[src/rtl/commit_if.sv]
// Purpose : bundles the ROB-head, regfile, RAT, store and flush signals of the commit stage.
// Latency : none (wiring only).
// Backpressure: store handshake is st_req_o / st_ack_i; the ROB pops on dequeue_o.
// Modports:
//   master - ROB / memory side: drives the head entry and st_ack_i, and observes the commit outputs.
//   slave  - commit unit: reads the head entry and st_ack_i, and drives the commit outputs.
interface commit_if #(
  parameter int XLEN      = 32,
  parameter int ROB_IDX_W = 5
);
  logic                 head_valid_i;
  logic                 head_done_i;
  logic [XLEN-1:0]      head_pc_i;
  logic [ROB_IDX_W-1:0] head_rob_idx_i;
  logic [4:0]           head_rd_addr_i;
  logic [XLEN-1:0]      head_rd_data_i;
  logic                 head_regf_we_i;
  logic                 head_is_store_i;
  logic                 head_mispred_i;
  logic [XLEN-1:0]      head_pc_new_i;
  logic                 st_ack_i;

  logic                 dequeue_o;
  logic                 regf_we_o;
  logic [4:0]           regf_rd_addr_o;
  logic [XLEN-1:0]      regf_rd_data_o;
  logic [ROB_IDX_W-1:0] rat_clr_idx_o;
  logic                 st_req_o;
  logic                 flush_o;
  logic [XLEN-1:0]      redirect_pc_o;

  modport master (
    output head_valid_i, head_done_i, head_pc_i, head_rob_idx_i, head_rd_addr_i,
           head_rd_data_i, head_regf_we_i, head_is_store_i, head_mispred_i,
           head_pc_new_i, st_ack_i,
    input  dequeue_o, regf_we_o, regf_rd_addr_o, regf_rd_data_o, rat_clr_idx_o,
           st_req_o, flush_o, redirect_pc_o
  );

  modport slave (
    input  head_valid_i, head_done_i, head_pc_i, head_rob_idx_i, head_rd_addr_i,
           head_rd_data_i, head_regf_we_i, head_is_store_i, head_mispred_i,
           head_pc_new_i, st_ack_i,
    output dequeue_o, regf_we_o, regf_rd_addr_o, regf_rd_data_o, rat_clr_idx_o,
           st_req_o, flush_o, redirect_pc_o
  );
endinterface

[src/rtl/commit_unit.sv]
// Purpose : in-order retire of the ROB head, one instruction per cycle; stores wait for ack, mispredicts flush.
// Latency : non-store retires combinationally; store retires on the ack cycle (>= 2 cycles); flush 1 cycle after.
// Backpressure: no retire while waiting for st_ack_i or during the flush cycle.
// Ports:
//   clk, rst        - clock, asynchronous active-high reset
//   cif (slave)     - ROB head entry in; dequeue / regfile write / RAT clear / store req / flush out
//   retire_count_o  - retired instruction count
//   flush_count_o   - flushes issued
// Config: define COMMIT_PERF_EN to implement the two counters; otherwise they are tied to 0.
module commit_unit #(
  parameter int XLEN      = 32,
  parameter int ROB_DEPTH = 32
) (
  input  logic        clk,
  input  logic        rst,
  commit_if.slave     cif,
  output logic [31:0] retire_count_o,
  output logic [31:0] flush_count_o
);
  localparam int ROB_IDX_W = $clog2(ROB_DEPTH);

  typedef enum logic [1:0] {RUN, STORE_WAIT, FLUSH} state_t;

  state_t state, state_nxt;
  logic   head_ready;
  logic   retire_alu;
  logic   retire_st;

  assign head_ready = cif.head_valid_i & cif.head_done_i;
  assign retire_alu = (state == RUN) & head_ready & ~cif.head_is_store_i;
  assign retire_st  = (state == STORE_WAIT) & cif.st_ack_i;

  // State register
  always_ff @(posedge clk or posedge rst) begin
    if (rst) state <= RUN;
    else     state <= state_nxt;
  end

  // Next-state logic; mispredict on a store is ignored because the store branch wins.
  always_comb begin
    state_nxt = state;
    case (state)
      RUN: begin
        if (head_ready & cif.head_is_store_i)  state_nxt = STORE_WAIT;
        else if (head_ready & cif.head_mispred_i) state_nxt = FLUSH;
      end
      STORE_WAIT: if (cif.st_ack_i) state_nxt = RUN;
      FLUSH:      state_nxt = RUN;
      default:    state_nxt = RUN;
    endcase
  end

  // Combinational commit strobes, forced low while in reset.
  always_comb begin
    cif.dequeue_o      = 1'b0;
    cif.regf_we_o      = 1'b0;
    cif.regf_rd_addr_o = '0;
    cif.regf_rd_data_o = '0;
    cif.rat_clr_idx_o  = '0;
    if (!rst) begin
      cif.dequeue_o = retire_alu | retire_st;
      if (retire_alu) begin
        // x0 retires without a write
        cif.regf_we_o      = cif.head_regf_we_i & (cif.head_rd_addr_i != 5'd0);
        cif.regf_rd_addr_o = cif.head_rd_addr_i;
        cif.regf_rd_data_o = cif.head_rd_data_i;
      end
      if (retire_alu | retire_st) cif.rat_clr_idx_o = cif.head_rob_idx_i;
    end
  end

  // Store request and flush pulse are decoded straight from the state register,
  // so reset drops them asynchronously.
  assign cif.st_req_o = (state == STORE_WAIT);
  assign cif.flush_o  = (state == FLUSH);

  always_ff @(posedge clk or posedge rst) begin
    if (rst)                                  cif.redirect_pc_o <= '0;
    else if (retire_alu & cif.head_mispred_i) cif.redirect_pc_o <= cif.head_pc_new_i;
  end

`ifdef COMMIT_PERF_EN
  always_ff @(posedge clk or posedge rst) begin
    if (rst) begin
      retire_count_o <= '0;
      flush_count_o  <= '0;
    end else begin
      if (cif.dequeue_o) retire_count_o <= retire_count_o + 32'd1;
      if (cif.flush_o)   flush_count_o  <= flush_count_o + 32'd1;
    end
  end
`else
  assign retire_count_o = '0;
  assign flush_count_o  = '0;
`endif

endmodule
[src/flat_wrapper.sv]
// flat-port wrapper written by rule: the top's interface ports become plain ports
module commit_unit_flat 
#(
  parameter int XLEN      = 32,
  parameter int ROB_DEPTH = 32
)
  (clk, rst, retire_count_o, flush_count_o, cif_head_valid_i, cif_head_done_i, cif_head_pc_i, cif_head_rob_idx_i, cif_head_rd_addr_i, cif_head_rd_data_i, cif_head_regf_we_i, cif_head_is_store_i, cif_head_mispred_i, cif_head_pc_new_i, cif_st_ack_i, cif_dequeue_o, cif_regf_we_o, cif_regf_rd_addr_o, cif_regf_rd_data_o, cif_rat_clr_idx_o, cif_st_req_o, cif_flush_o, cif_redirect_pc_o);
  commit_if #(.XLEN(XLEN)) cif_i ();
  input  logic clk;
  input  logic rst;
  output logic [31:0] retire_count_o;
  output logic [31:0] flush_count_o;
  input wire logic [$bits(cif_i.head_valid_i)-1:0] cif_head_valid_i;
  input wire logic [$bits(cif_i.head_done_i)-1:0] cif_head_done_i;
  input wire logic [$bits(cif_i.head_pc_i)-1:0] cif_head_pc_i;
  input wire logic [$bits(cif_i.head_rob_idx_i)-1:0] cif_head_rob_idx_i;
  input wire logic [$bits(cif_i.head_rd_addr_i)-1:0] cif_head_rd_addr_i;
  input wire logic [$bits(cif_i.head_rd_data_i)-1:0] cif_head_rd_data_i;
  input wire logic [$bits(cif_i.head_regf_we_i)-1:0] cif_head_regf_we_i;
  input wire logic [$bits(cif_i.head_is_store_i)-1:0] cif_head_is_store_i;
  input wire logic [$bits(cif_i.head_mispred_i)-1:0] cif_head_mispred_i;
  input wire logic [$bits(cif_i.head_pc_new_i)-1:0] cif_head_pc_new_i;
  input wire logic [$bits(cif_i.st_ack_i)-1:0] cif_st_ack_i;
  output wire logic [$bits(cif_i.dequeue_o)-1:0] cif_dequeue_o;
  output wire logic [$bits(cif_i.regf_we_o)-1:0] cif_regf_we_o;
  output wire logic [$bits(cif_i.regf_rd_addr_o)-1:0] cif_regf_rd_addr_o;
  output wire logic [$bits(cif_i.regf_rd_data_o)-1:0] cif_regf_rd_data_o;
  output wire logic [$bits(cif_i.rat_clr_idx_o)-1:0] cif_rat_clr_idx_o;
  output wire logic [$bits(cif_i.st_req_o)-1:0] cif_st_req_o;
  output wire logic [$bits(cif_i.flush_o)-1:0] cif_flush_o;
  output wire logic [$bits(cif_i.redirect_pc_o)-1:0] cif_redirect_pc_o;
  assign cif_i.head_valid_i = cif_head_valid_i;
  assign cif_i.head_done_i = cif_head_done_i;
  assign cif_i.head_pc_i = cif_head_pc_i;
  assign cif_i.head_rob_idx_i = cif_head_rob_idx_i;
  assign cif_i.head_rd_addr_i = cif_head_rd_addr_i;
  assign cif_i.head_rd_data_i = cif_head_rd_data_i;
  assign cif_i.head_regf_we_i = cif_head_regf_we_i;
  assign cif_i.head_is_store_i = cif_head_is_store_i;
  assign cif_i.head_mispred_i = cif_head_mispred_i;
  assign cif_i.head_pc_new_i = cif_head_pc_new_i;
  assign cif_i.st_ack_i = cif_st_ack_i;
  assign cif_dequeue_o = cif_i.dequeue_o;
  assign cif_regf_we_o = cif_i.regf_we_o;
  assign cif_regf_rd_addr_o = cif_i.regf_rd_addr_o;
  assign cif_regf_rd_data_o = cif_i.regf_rd_data_o;
  assign cif_rat_clr_idx_o = cif_i.rat_clr_idx_o;
  assign cif_st_req_o = cif_i.st_req_o;
  assign cif_flush_o = cif_i.flush_o;
  assign cif_redirect_pc_o = cif_i.redirect_pc_o;
  commit_unit #(.XLEN(XLEN), .ROB_DEPTH(ROB_DEPTH)) u_core (.clk(clk), .rst(rst), .cif(cif_i), .retire_count_o(retire_count_o), .flush_count_o(flush_count_o));
endmodule
[config.mk]
export PLATFORM = sky130hd
export DESIGN_NAME = commit_unit_flat
export DESIGN_NICKNAME = d
export VERILOG_FILES = /design/src/rtl/commit_if.sv /design/src/rtl/commit_unit.sv /design/src/flat_wrapper.sv
export SDC_FILE = /design/constraint.sdc
export NUM_CORES = 1
export LEC_CHECK = 0
export ABC_CLOCK_PERIOD_IN_PS = 2100
export CAP_MARGIN = 20
export CORE_AREA = 2 2 99 101
export CTS_CLUSTER_SIZE = 16
export DETAILED_ROUTE_END_ITERATION = 7
export DIE_AREA = 0 0 101 103
export PLACE_DENSITY = 0.81
export SYNTH_ARGS = -nofsm -noshare
export SYNTH_HDL_FRONTEND = slang
export SYNTH_SLANG_ARGS = --single-unit
[constraint.sdc]
create_clock -name clk -period 2.1 [get_ports clk]
set_input_delay 0.525 -clock clk [delete_from_list [all_inputs] [get_ports clk]]
set_output_delay 0.525 -clock clk [all_outputs]
set_load 0.005 [all_outputs]
==> impl_results.html <==
<table>
<tr><th>Metric</th><th>Value</th></tr>
<tr><th colspan="2">Run status</th></tr>
<tr><td>Run status</td><td>complete, but fails checks</td></tr>
<tr><td>Violations in the final reports</td><td>negative setup slack</td></tr>
<tr><th colspan="2">Critical path</th></tr>
<tr><td>Worst Path Arrival</td><td>1710 ps</td></tr>
<tr><td>Required time of the critical path</td><td>1570 ps</td></tr>
<tr><td>Critical path peak fanout</td><td>2</td></tr>
<tr><td>CP max-delay cell</td><td>sky130_fd_sc_hd__clkdlybuf4s50_1</td></tr>
<tr><td>Worst Setup End Kind</td><td>primary output</td></tr>
<tr><td>Delay of the slowest critical-path stage</td><td>~430 ps</td></tr>
<tr><td>Critical-path cell list</td><td>clkdlybuf4s50_1 -&gt; or3_1 -&gt; o311a_1 -&gt; buf_2</td></tr>
<tr><td>Category of the worst setup path launch point</td><td>input pin</td></tr>
<tr><td>Category of the most critical setup path</td><td>in -&gt; out</td></tr>
<tr><th colspan="2">Run</th></tr>
<tr><td>Max-cap viol count</td><td>0</td></tr>
<tr><th colspan="2">Layout</th></tr>
<tr><td>Commonest non-fill, non-tap cell in the layout</td><td>sky130_fd_sc_hd__clkdlybuf4s50_1</td></tr>
<tr><td>Synthesis-to-layout area growth</td><td>84.3%</td></tr>
<tr><td>Final Cell Area</td><td>~4200 um2</td></tr>
<tr><td>Sequential cell area</td><td>851 um2</td></tr>
<tr><td>Fillers</td><td>between 900 and 1000</td></tr>
<tr><td>Proportion of layout cells with a drive suffix above 1</td><td>40.4%</td></tr>
<tr><td>Number of nets in the final layout</td><td>between 400 and 500</td></tr>
<tr><td>Area of combinational cells with multiple inputs</td><td>roughly 1200 um2</td></tr>
<tr><td>Fin cells</td><td>490</td></tr>
<tr><td>Antenna diode count</td><td>0</td></tr>
<tr><td>Most frequent cells in the layout</td><td>107 x sky130_fd_sc_hd__clkdlybuf4s50_1, 64 x sky130_fd_sc_hd__conb_1, 43 x sky130_fd_sc_hd__buf_6</td></tr>
<tr><th colspan="2">CTS</th></tr>
<tr><td>CTS tree</td><td>yes</td></tr>
<tr><td>Clock slew seen by the registers of the worst setup and hold paths</td><td>70 ps</td></tr>
<tr><td>Number of levels the H-tree was split into</td><td>2</td></tr>
<tr><td>Number of buffers created by CTS</td><td>5</td></tr>
<tr><td>Number of hold buffers added after CTS</td><td>0</td></tr>
<tr><td>Clock Sink Count</td><td>34</td></tr>
<tr><td>Clock Tree Buf Depth</td><td>2</td></tr>
<tr><td>Clk root buf</td><td>sky130_fd_sc_hd__clkbuf_8</td></tr>
<tr><td>Clock latency on the worst-skew pair</td><td>280 ps</td></tr>
<tr><th colspan="2">Synthesis</th></tr>
<tr><td>Top cells by area in the synthesized netlist</td><td>sky130_fd_sc_hd__dfrtp_1 38%, sky130_fd_sc_hd__buf_4 21%, sky130_fd_sc_hd__mux2_4 19%</td></tr>
<tr><td>Yosys warning total</td><td>0</td></tr>
<tr><td>Synthesized instance count</td><td>between 150 and 200</td></tr>
<tr><td>Yosys top cell area share</td><td>a little under two fifths</td></tr>
<tr><td>Syn Std Cell Area</td><td>2260 um2</td></tr>
<tr><td>Distinct cells, synth</td><td>21</td></tr>
<tr><td>Average footprint of a synthesized cell</td><td>11.6 um2</td></tr>
<tr><td>Share of the yosys chip area belonging to registers</td><td>37.6%</td></tr>
<tr><td>Library cell with the largest summed area after synthesis</td><td>sky130_fd_sc_hd__dfrtp_1</td></tr>
<tr><td>#FFs+latches synth</td><td>34</td></tr>
<tr><th colspan="2">Routing</th></tr>
<tr><td>Routed via count divided by cell count</td><td>roughly 3.8</td></tr>
<tr><td>Remaining DRCs</td><td>0</td></tr>
<tr><td>Detailed Route Iter0 Violations</td><td>38</td></tr>
<tr><td>Final antenna-violating net count</td><td>0</td></tr>
<tr><td>Total number of vias</td><td>1850</td></tr>
<tr><td>Number of detailed-route iterations in the first pass</td><td>3</td></tr>
<tr><td>Drt wl/cell</td><td>14.6 um</td></tr>
<tr><td>Total routed wirelength</td><td>7150 um</td></tr>
<tr><th colspan="2">Floorplan</th></tr>
<tr><td>Area of the die</td><td>roughly 10000 um2</td></tr>
<tr><td>Area of the core</td><td>9460 um2</td></tr>
<tr><td>Boundary Pins</td><td>256</td></tr>
<tr><td>Overall die width</td><td>between 100 and 150 um</td></tr>
<tr><td>Starting utilization of the core area</td><td>23.9%</td></tr>
<tr><td>FP Rows</td><td>36</td></tr>
<tr><td>Die height</td><td>103 um</td></tr>
<tr><th colspan="2">Timing</th></tr>
<tr><td>Final Hold Vio Count</td><td>0</td></tr>
<tr><td>Final-layout worst hold slack</td><td>505 ps</td></tr>
<tr><td>Achievable frequency</td><td>447 MHz</td></tr>
<tr><td>Final WS setup</td><td>-137 ps</td></tr>
<tr><td>RSZ-0062 raised after global routing</td><td>true</td></tr>
<tr><td>Setup clock skew after layout</td><td>1.61 ps</td></tr>
<tr><td>Final Cycle Share</td><td>107%</td></tr>
<tr><td>Final Max Tran Viols</td><td>0</td></tr>
<tr><td>Min Tclk post-route</td><td>approximately 2200 ps</td></tr>
<tr><td>Final Setup Violations</td><td>33</td></tr>
<tr><th colspan="2">Power</th></tr>
<tr><td>Leak</td><td>2.08 nW</td></tr>
<tr><td>Total power</td><td>2.32 mW</td></tr>
<tr><td>PD cells</td><td>556 nW/um2</td></tr>
<tr><td>Largest voltage drop on the vdd net</td><td>0.000250 V</td></tr>
<tr><th colspan="2">Placed design</th></tr>
<tr><td>Placed inst area</td><td>around 3700 um2</td></tr>
<tr><td>Count of buffers from port buffering</td><td>around 160</td></tr>
<tr><td>Dpl hpwl</td><td>roughly 5000 um</td></tr>
<tr><td>Placed cell count</td><td>466</td></tr>
<tr><td>RePlAce Congestion</td><td>0.711</td></tr>
<tr><th colspan="2">GRT</th></tr>
<tr><td>First-pass GRT wire length</td><td>9700 um</td></tr>
<tr><td>All-layer global routing usage</td><td>12.2%</td></tr>
<tr><td>Initial antenna violation count</td><td>0</td></tr>
<tr><td>Vias in the first global route</td><td>1843</td></tr>
<tr><td>Overflow left after global routing</td><td>0</td></tr>
<tr><td>Largest net degree at the start of global routing</td><td>35</td></tr>
<tr><th colspan="2">Worst hold path</th></tr>
<tr><td>Worst hold-check path type</td><td>reg -&gt; reg</td></tr>
</table>
==> cells in the mapped netlist, drive strengths merged <==
cell,count
buf,68
and2,42
dfrtp,34
mux2,33
clkbuf,4
inv,2
a211oi,1
and2b,1
conb,1
nand2,1
nand3,1
nand4bb,1
nor2,1
nor2b,1
nor3,1
o311a,1
or3,1
or3b,1
==> cell families after synthesis <==
| logic type | after synthesis | synth area share (%) |
|---|---|---|
| AOI/OAI and AO/OA | 2 | 0.774 |
| buffers and inverters | 74 | 25.4 |
| DFF | 34 | 37.6 |
| muxes | 33 | 21.2 |
| other | 1 | 0.166 |
| and+or+nand+nor | 51 | 14.9 |
==> what timing repair did <==
| action | CTS | global route |
|---|---|---|
| endpoints found under the setup margin | 63 | 44 |
| pin swaps | 33 | 11 |
| resized for setup | 255 | 28 |
| buffers inserted | 11 | 3 |
| cloned | 6 | 1 |
==> sequential cells by signal, indices dropped and copies added (netlist names) <==
| name | count |
|---|---|
| u_core.cif.redirect_pc_o | 32 |
| u_core.state | 2 |
==> power breakdown <==
| part | internal (mW) | switching, mW | total [mW] | leakage (nW) |
|---|---|---|---|---|
| sequential | 0.818 | 0.0879 | 0.905 | 0.413 |
| clock | 0.263 | 0.235 | 0.498 | 0.0472 |
| combinational | 0.671 | 0.247 | 0.918 | 1.62 |
| total | 1.75 | 0.569 | 2.32 | 2.08 |
==> per-layer routing <==
metal	track usage (%)	wire length (um)	part of all wire (%)
met4	3.01	53	0.74
met2	22.4	3810	53
met3	3.32	624	8.7
met5	0	0	0
met1	14.0	2660	37
==> final timing paths <==
check | depth (start not counted) | slack, ps | start | to
worst max-delay path | 4 | -140 | cif_head_rd_addr_i[2] | cif_regf_we_o
worst min-delay path | 1 | 510 | u_core.cif.redirect_pc_o[16] | u_core.cif.redirect_pc_o[16]
worst max register to register | 5 | 190 | u_core.state[0] | u_core.cif.redirect_pc_o[4]
worst min register to register | 1 | 510 | u_core.cif.redirect_pc_o[16] | u_core.cif.redirect_pc_o[16]
max in group asynchronous | 3 | 1190 | rst | u_core.cif.redirect_pc_o[22]
min in group asynchronous | 3 | 580 | rst | u_core.state[1]
==> worst max-delay path: cells and delay by family <==
kind	cells	cell delay (ps)
buffers and inverters	2	560
and+or+nand+nor	1	340
AOI/OAI and AO/OA	1	290
==> per-stage QoR <==
step	TNS [ps]	worst slack, ps	util [%]
final	-2310	-137	44.1
after global routing	-5670	-195	44.1
after CTS	-8960	-268	44.1
after detailed placement	-40630	-761	39.6
after global placement	-39930	-791	39.6
after floorplan	0	74.5	-
==> final cells by class <==
type	count	area share, %
sequential	34	20.4
tap	114	3.42
inverter	2	0.180
timing repair buffer	182	45.4
clock buffer	6	1.98
multi-input combinational	150	28.4
clock inverter	2	0.300
No activity file was read; power rests on OpenSTA's default activity.
